$ cat config.mk
export PLATFORM = sky130hd
export DESIGN_NAME = ieeedrv_sd_arb
export DESIGN_NICKNAME = d
export VERILOG_FILES = /design/src/rtl/ieeedrv_pkg.sv /design/src/rtl/ieeedrv_rr_pick.sv /design/src/rtl/ieeedrv_sd_arb.sv
export SDC_FILE = /design/constraint.sdc
export NUM_CORES = 1
export LEC_CHECK = 0
export BUFFER_PORTS_ARGS = -buffer_cell sky130_fd_sc_hd__buf_2
export CAP_MARGIN = 20
export CORE_UTILIZATION = 35
export DETAILED_ROUTE_END_ITERATION = 8
export PLACE_DENSITY = 0.71
export SYNTH_ARGS = -nofsm -noshare
export SYNTH_HDL_FRONTEND = slang
export SYNTH_SLANG_ARGS = --single-unit
export TNS_END_PERCENT = 10
$ cat constraint.sdc
create_clock -name clk_sys -period 4.7 [get_ports clk_sys]
set_input_delay 1.175 -clock clk_sys [delete_from_list [all_inputs] [get_ports clk_sys]]
set_output_delay 1.175 -clock clk_sys [all_outputs]
set_load 0.03 [all_outputs]
$ cat src/rtl/ieeedrv_pkg.sv
// Purpose: shared types and widths for the SD-port arbiter.
// Latency: n/a (types and constants only).
// Backpressure: n/a.
package ieeedrv_pkg;

  localparam int LBA_W = 32;
  localparam int BLK_W = 6;

  typedef enum logic [2:0] {
    DRAIN = 3'd0,
    IDLE  = 3'd1,
    ISSUE = 3'd2,
    XFER  = 3'd3,
    GAP   = 3'd4
  } ieeedrv_sdarb_state_t;

  // Command captured from the winning requester at grant time.
  typedef struct packed {
    logic [LBA_W-1:0] lba;
    logic [BLK_W-1:0] blk_cnt;
  } ieeedrv_sd_cmd_t;

endpackage

$ cat src/rtl/ieeedrv_rr_pick.sv
// Purpose: combinational round-robin picker over a pending vector.
// Latency: zero (pure combinational).
// Backpressure: none; valid/index follow the inputs.
// Ports: pending (one bit per requester), last_owner (index of previous owner),
//        valid (any pending), index (first pending at or after last_owner+1, wrapping).
module ieeedrv_rr_pick
  import ieeedrv_pkg::*;
#(
  parameter int NREQ  = 2,
  parameter int IDX_W = 1
) (
  input  logic [NREQ-1:0]  pending,
  input  logic [IDX_W-1:0] last_owner,
  output logic             valid,
  output logic [IDX_W-1:0] index
);

  logic [IDX_W-1:0]  start;
  logic [2*NREQ-1:0] dbl;
  logic [NREQ-1:0]   rot;
  int                sum;

  always_comb begin
    start = (last_owner == IDX_W'(NREQ - 1)) ? '0 : last_owner + IDX_W'(1);
    // Rotate so bit 0 of rot is the requester whose turn comes first.
    dbl   = {pending, pending} >> start;
    rot   = dbl[NREQ-1:0];
    valid = |pending;
    index = '0;
    sum   = 0;
    // Scan from the far end so the lowest rotated position wins.
    for (int j = NREQ - 1; j >= 0; j--) begin
      if (rot[j]) begin
        sum = int'(start) + j;
        if (sum >= NREQ) sum = sum - NREQ;
        index = IDX_W'(sum);
      end
    end
  end

endmodule

$ cat src/rtl/ieeedrv_sd_arb.sv
// Purpose: round-robin arbiter sharing one SD host port among NREQ track-buffer requesters.
// Latency: sd_rd/sd_wr rise 1 cycle after selection in IDLE; ack/buff_wr routed with zero latency.
// Backpressure: requester holds its rd/wr level until served; host ack paces the transfer, timeout abandons.
// Ports: clk_sys/reset (sync, active high); req_lba/req_blk_cnt/req_rd/req_wr in and req_ack/req_buff_wr out
//        per requester; sd_lba/sd_blk_cnt/sd_rd/sd_wr to host, sd_ack/sd_buff_wr from host;
//        grant (one-hot owner), busy (not IDLE), timeout (one-cycle abandon pulse).
module ieeedrv_sd_arb
  import ieeedrv_pkg::*;
#(
  parameter int NREQ  = 2,
  parameter int TMO_W = 20
) (
  input  logic                  clk_sys,
  input  logic                  reset,
  input  logic [NREQ*LBA_W-1:0] req_lba,
  input  logic [NREQ*BLK_W-1:0] req_blk_cnt,
  input  logic [NREQ-1:0]       req_rd,
  input  logic [NREQ-1:0]       req_wr,
  output logic [NREQ-1:0]       req_ack,
  output logic [NREQ-1:0]       req_buff_wr,
  output logic [LBA_W-1:0]      sd_lba,
  output logic [BLK_W-1:0]      sd_blk_cnt,
  output logic                  sd_rd,
  output logic                  sd_wr,
  input  logic                  sd_ack,
  input  logic                  sd_buff_wr,
  output logic [NREQ-1:0]       grant,
  output logic                  busy,
  output logic                  timeout
);

  localparam int IDX_W = (NREQ > 1) ? $clog2(NREQ) : 1;
  // Counter value in the last ISSUE cycle before the count would hit all-ones.
  localparam logic [TMO_W-1:0] TMO_PRE = ~TMO_W'(1);

  ieeedrv_sdarb_state_t state_q, state_d;
  ieeedrv_sd_cmd_t      cmd_q;
  logic [NREQ-1:0]      grant_q;
  logic [IDX_W-1:0]     owner_q;
  logic [IDX_W-1:0]     last_owner_q;
  logic [IDX_W-1:0]     pick_idx;
  logic                 pick_vld;
  logic [NREQ-1:0]      pending;
  logic [NREQ-1:0]      pick_oh;
  logic                 wr_sel;
  logic                 rd_q;
  logic                 wr_q;
  logic                 old_ack_q;
  logic                 timeout_q;
  logic [TMO_W-1:0]     cnt_q;
  logic                 owner_live;
  logic                 ack_fall;
  logic                 tmo_hit;

  logic [LBA_W-1:0] lba_arr [NREQ];
  logic [BLK_W-1:0] blk_arr [NREQ];

  for (genvar g = 0; g < NREQ; g++) begin : g_unpack
    assign lba_arr[g] = req_lba[g*LBA_W +: LBA_W];
    assign blk_arr[g] = req_blk_cnt[g*BLK_W +: BLK_W];
  end

  assign pending    = req_rd | req_wr;
  assign pick_oh    = NREQ'(1) << pick_idx;
  assign wr_sel     = |(req_wr & pick_oh);   // write wins when both levels are high
  assign owner_live = |(pending & grant_q);
  assign ack_fall   = old_ack_q & ~sd_ack;
  assign tmo_hit    = (cnt_q == TMO_PRE);

  ieeedrv_rr_pick #(
    .NREQ  (NREQ),
    .IDX_W (IDX_W)
  ) u_pick (
    .pending    (pending),
    .last_owner (last_owner_q),
    .valid      (pick_vld),
    .index      (pick_idx)
  );

  // State register.
  always_ff @(posedge clk_sys) begin
    if (reset) state_q <= DRAIN;
    else       state_q <= state_d;
  end

  // Next-state logic. In ISSUE an ack beats an abort, and an abort beats the timeout.
  always_comb begin
    state_d = state_q;
    case (state_q)
      DRAIN: if (!sd_ack) state_d = IDLE;
      IDLE:  if (pick_vld) state_d = ISSUE;
      ISSUE: begin
        if (sd_ack)           state_d = XFER;
        else if (!owner_live) state_d = IDLE;
        else if (tmo_hit)     state_d = IDLE;
      end
      XFER:  if (ack_fall) state_d = GAP;
      GAP:   state_d = IDLE;
      default: state_d = DRAIN;
    endcase
  end

  // Command latch, grant, round-robin pointer and timeout counter.
  always_ff @(posedge clk_sys) begin
    if (reset) begin
      cmd_q        <= '0;
      grant_q      <= '0;
      owner_q      <= '0;
      last_owner_q <= IDX_W'(NREQ - 1);
      rd_q         <= 1'b0;
      wr_q         <= 1'b0;
      old_ack_q    <= 1'b0;
      timeout_q    <= 1'b0;
      cnt_q        <= '0;
    end else begin
      old_ack_q <= sd_ack;
      timeout_q <= 1'b0;
      case (state_q)
        IDLE: begin
          if (pick_vld) begin
            cmd_q.lba     <= lba_arr[pick_idx];
            cmd_q.blk_cnt <= blk_arr[pick_idx];
            grant_q       <= pick_oh;
            owner_q       <= pick_idx;
            wr_q          <= wr_sel;
            rd_q          <= ~wr_sel;
            cnt_q         <= '0;
          end
        end
        ISSUE: begin
          if (cnt_q != '1) cnt_q <= cnt_q + TMO_W'(1);
          if (sd_ack) begin
            rd_q <= 1'b0;
            wr_q <= 1'b0;
          end else if (!owner_live) begin
            // Abort: requester gave up; its turn is not consumed.
            rd_q    <= 1'b0;
            wr_q    <= 1'b0;
            grant_q <= '0;
          end else if (tmo_hit) begin
            timeout_q    <= 1'b1;
            rd_q         <= 1'b0;
            wr_q         <= 1'b0;
            grant_q      <= '0;
            last_owner_q <= owner_q;
          end
        end
        GAP: begin
          grant_q      <= '0;
          last_owner_q <= owner_q;
        end
        default: ;
      endcase
    end
  end

  // Outputs. The request is masked by sd_ack so it drops in the ack cycle itself.
  always_comb begin
    busy        = (state_q != IDLE);
    sd_rd       = rd_q & ~sd_ack;
    sd_wr       = wr_q & ~sd_ack;
    grant       = grant_q;
    req_ack     = grant_q & {NREQ{sd_ack}};
    req_buff_wr = grant_q & {NREQ{sd_buff_wr}};
    sd_lba      = cmd_q.lba;
    sd_blk_cnt  = cmd_q.blk_cnt;
    timeout     = timeout_q;
  end

endmodule

# Yosys cells after proc, flatten, opt, wreduce, memory -nomap -nowiden
# Cells that the tools add are included.
[op_classes]
n_addsub = 5
n_mux = 38
n_lt_le_gt_ge = 3
n_shift = 2
n_eq_ne = 16
reduce_logical = 14
bitwise = 13
[ops]
columns = ["op", "n"]
rows = [
  ["2-to-1 mux 32 bit", 3],
  ["2-to-1 mux 20 bit", 2],
  ["one-hot mux 20 bit (2 select lines)", 1],
  ["adder 20 x 1 -> 20 bit (second input constant)", 1],
  ["equality test 20 bit (second input constant)", 1],
  ["!= test 20 bit (second input constant)", 1],
  ["2-to-1 mux 3 bit", 6],
  ["2-to-1 mux 6 bit", 3],
  ["one-hot mux 3 bit (5 select lines)", 1],
  ["2-to-1 mux 1 bit", 14],
  ["!= test 2 bit (second input constant)", 7],
  ["AND reduction 4 bit", 3],
  ["bitwise AND 2 bit", 4],
  ["2-to-1 mux 2 bit", 4],
  ["equality test 3 x 2 -> 1 bit (second input constant)", 2],
  ["one-hot mux 1 bit (2 select lines)", 3],
  ["one-hot mux 2 bit (3 select lines)", 1],
  ["AND reduction 3 bit", 2],
  ["OR reduction 2 bit", 3],
  [">= comparator 2 bit (second input constant)", 2],
  ["!= test 4 bit (second input constant)", 1],
  ["NOT 1 bit", 4],
  ["nonzero test 2 bit", 2],
  ["OR reduction 4 bit", 1],
  ["16 further kinds", 19],
]
[totals]
register_bits = 69
elab_cells = 102
inputBits = 84
out_inout_bits = 48

# Depth between registers and ports, before layout
[depth]
ltp_word = 13
mapped_depth = 8
ltp_nobuf = 6

# By module
# A second synthesis with hierarchy kept.
[unflattened]
cells_unflattened = 375
area_unflattened_um2 = 3333.2
[by_module_without_submodules]
columns = ["mod", "area_per_inst_um2", "cells_each", "n_inst"]
rows = [
  ["ieeedrv_sd_arb", 3319.4, 373, 1],
  ["ieeedrv_rr_pick", 13.8, 2, 1],
]

# Worst setup path before layout
# Ideal clock, no wire load.
[synth_path]
kind = "input to output"
startpoint = "input port sd_ack"
endpoint = "output port sd_rd"
t_arrival_ns = 1.787
stages = 2
required_ns = 3.525
path_buffers = 1
setup_slack_ns = 1.738
cell_sequence = "clkbuf_1 > nor2b_1"
[synth_between]
elab_chain_cells = 2
[synth_rtl]
columns = ["item", "line_no", "text"]
rows = [
  ["start: declaration", "ieeedrv_sd_arb.sv:25", "input logic sd_ack,"],
  ["NOT 1 bit", "ieeedrv_sd_arb.sv:160", "sd_rd = rd_q & ~sd_ack;"],
  ["bitwise AND 1 bit", "ieeedrv_sd_arb.sv:160", ""],
  ["end: declaration", "ieeedrv_sd_arb.sv:23", "output logic sd_rd,"],
]
# No other way between the ends.

# Worst setup path after layout
[layout_path]
startpoint = "input port req_rd[1]"
endpoint = "register cnt_q[4]"
[layout_between]
elab_chain_cells = 4
[layout_rtl]
columns = ["item", "line_no", "text"]
rows = [
  ["start: declaration", "ieeedrv_sd_arb.sv:17", "input logic [NREQ-1:0] req_rd,"],
  ["OR 2 bit", "ieeedrv_sd_arb.sv:63", "assign pending = req_rd | req_wr;"],
  ["OR reduction 2 bit", "ieeedrv_rr_pick.sv:28", "valid = |pending;"],
  ["!= test 2 bit (no source line)", "n/a", ""],
  ["AND reduction 3 bit (no source line)", "n/a", ""],
  ["end signal: assignment", "ieeedrv_sd_arb.sv:131", "if (cnt_q != '1) cnt_q <= cnt_q + TMO_W'(1);"],
  ["end: declaration", "ieeedrv_sd_arb.sv:50", "logic [TMO_W-1:0] cnt_q;"],
]
# No other way between the ends.
# A chain may end at the register's enable or synchronous reset.

==> summary.txt <==
GRT
  – Tot GR Track Use: 17.02%
  – Pin count of the biggest net entering global routing: 81
  – Total global routing overflow: 0
  – First-pass GRT wire length: ~14 mm
  – Vias in the first global route: 3079
  – Antenna violations before repair: 0

Yosys
  – Post-Synthesis Cell Area: about 3400 um^2
  – Library cells used by synthesis: 50
  – Synth area leaders: dfxtp_1 41%, mux2i_1 12%, a211oi_1 8.6%
  – Share of Yosys cell area claimed by the top area cell type: between 40% and 50%
  – FF+latch count, synth: 69
  – Area leader, netlist: dfxtp_1
  – YS warnings: 0
  – Mean Syn Cell Area: just under 9 um^2
  – Syn Inst Count: 386
  – Seq/Total Area, Yosys: 40.65%
  – Syn nets: ~470

Worst setup path
  – Crit Path Class: in -> reg
  – Crit path max fanout: 18
  – Critical Path Start Type: primary input
  – Worst setup EP type: flip-flop
  – R2R Path Start: state_q[0]
  – Worst-case reg-to-reg path depth: 5
  – WP data arrival: ~3200 ps
  – Worst EP required: 4980 ps
  – RR Endpoint: cnt_q[4]
  – Reg2Reg Setup Slack: ~2300 ps

Cells and area
  – Commonest cells after routing, fill and taps aside: 131 x buf_2, 69 x dfxtp_1, 49 x nor2_1, 40 x mux2i_1, 39 x a211oi_1
  – Area Overhead vs Synth: 28.61%
  – Util after Layout: a little under half
  – Layout Nets: 589
  – Final instance area: 4370 um^2
  – Ant. Diodes: 0
  – Fill cell count: 887
  – Share of cells above drive strength 1: 31.50%
  – Commonest non-fill, non-tap cell in the layout: buf_2

Clock tree
  – Hold-fix buffers, CTS: 0
  – Post-cts repair resize count: 0
  – TritonCTS Buffers: 9
  – CTS Buffer Depth: 2
  – Post-CTS Setup Repair Bufs: 0
  – Clk slew on worst S/H paths: 70 ps
  – H-tree lvl count: 3
  – Clock latency on the worst-skew pair: 340 ps
  – Clk sink count: 69
  – Root buffer cell: clkbuf_8
  – TritonCTS clock tree: built

STA
  – Final worst-path setup slack: 1796 ps
  – Tcrit/Tclk final: 61.78%
  – RSZ-0062 raised after global routing: false
  – Final Max Slew Viols: 0
  – Setup violators final: 0
  – Rel. slew slack: 29.84%
  – Slew @ Worst Pin: 1052 ps
  – Setup TNS Final: 0 ps
  – Fmax achieved: 344.4 MHz
  – Clock Skews: 6.567 ps
  – Min cycle time layout: 2904 ps
  – Final Hold Vio Count: 0

Run
  – Max cap viols: 0

Die
  – Die H: 100.5 um
  – I/O pins: 132
  – Chip width: approximately 100 um
  – CORE AREA: a little over 9000 um^2
  – Starting Density: 36.43%
  – Die ar.: 10110 um^2
  – FP Rows: 35

Detailed routing
  – WL/cell: 13.28 um
  – Via count: 3256
  – Drt pass-1 iters: 4
  – DR vias/cell: between 5 and 6
  – Total Wirelength: between 8 and 9 mm
  – Detailed Route Iter0 Violations: 153
  – DRT antenna net count: 0
  – Drt drc: 0

Worst hold path
  – WHS Endpoint: wr_q
  – Hold Crit Class: reg -> reg
  – WHS Path Cells: 2
  – Hold Path Origin: wr_q

Placed design
  – Placed Instance Area: ~4100 um^2
  – Gpl congestion: 0.8032
  – Setup WS pre-CTS: around 1400 ps
  – Port Buffers: 131
  – Detailed placer's ending HPWL: 6.256 mm

Pwr
  – Leak: 1.935 nW
  – PwrDens: 362.0 nW/um^2
  – Peak supply drop: between 0.00015 and 0.0002 V

Run status
  – Status: finished, final reports clean
-- report_power, final --
group | internal, mW | total, mW | switching [mW]
Clock | 0.367 | 0.592 | 0.225
Sequential | 0.629 | 0.656 | 0.0268
Combinational | 0.119 | 0.334 | 0.215
-- per-stage QoR --
step                instances  power [mW]  hold WS (ps)
finish                    637       1.582         480.5
global route              637       1.658         508.9
floorplan                 386      0.9023         448.8
global placement          621      0.9982         463.1
CTS                       637       1.598         488.5
detailed placement        621       1.007         471.4
-- critical path, cell delays in order --
cell and delay, ps:
buf_2 150, nor4_4 530, nor2_4 50, or2_0 570, or4_1 640, nand2_1 70
-- final cells by class --
cell class / count / area, um^2 / share of cell area, %
clock inverters: 6 / 108.9 / 2.491
inverters: 6 / 22.52 / 0.5153
flip-flops and latches: 69 / 1381 / 31.61
multi-input cells: 283 / 1881 / 43.03
clock buffers: 10 / 137.6 / 3.149
well taps: 129 / 161.4 / 3.693
repair buffers: 134 / 678.2 / 15.52
-- state kept, by name (all words and copies together), names as in the netlist --
register,flops
timeout,1
sd_blk_cnt,6
old_ack_q,1
last_owner_q,1
owner_q,1
sd_lba,32
rd_q,1
wr_q,1
grant,2
state_q,3
cnt_q,20
-- worst max path at each step --
stage | startpoint | endpoint | slack [ps] | cells past startpoint
after global routing | req_rd[1] | cnt_q[4] | 1700 | 6
after global placement | req_rd[1] | cnt_q[3] | 1520 | 6
after detailed placement | req_rd[1] | cnt_q[4] | 1450 | 6
after CTS | req_rd[1] | cnt_q[4] | 1800 | 6
final | req_rd[1] | cnt_q[4] | 1800 | 6
after floorplan | sd_ack | sd_rd | 1740 | 2
-- routing by layer --
metal	track usage [%]	share of wire, %	wire, um
met1	20.19	44	3738
met2	30.19	50	4207
met3	3.467	4.7	397
met4	6.466	1.4	116
met5	0	0	0
-- kinds of logic (layout without fill, tap and decap cells) --
kind of cell,Yosys count,after routing,share of synthesized area [%]
AOI/OAI and AO/OA,105,105,20.58
xor gates and xnor gates,1,1,0.2578
adders and majority gates,2,2,0.7363
buffers and inverters,34,156,4.492
DFF,69,69,40.65
muxes,40,40,11.78
and+or+nand+nor,135,135,21.50
-- synth_stat cells (all sizes together) --
cell,n
a211o,1
a211oi,39
a21boi,1
a21oi,25
a221oi,1
a311o,1
and2,7
and3,3
and4,3
buf,9
clkbuf,19
dfxtp,69
ha,2
inv,6
mux2i,40
nand2,15
nand2b,2
nand3,8
nand3b,3
nand4,6
nor2,50
nor2b,4
nor3,4
nor3b,2
nor4,2
nor4b,2
o2111ai,2
o211ai,4
o21ai,26
o21bai,1
o22ai,1
o31ai,3
or2,1
or3,13
or3b,3
or4,7
xor2,1
Note: power is estimated with default switching activity, not from simulation.
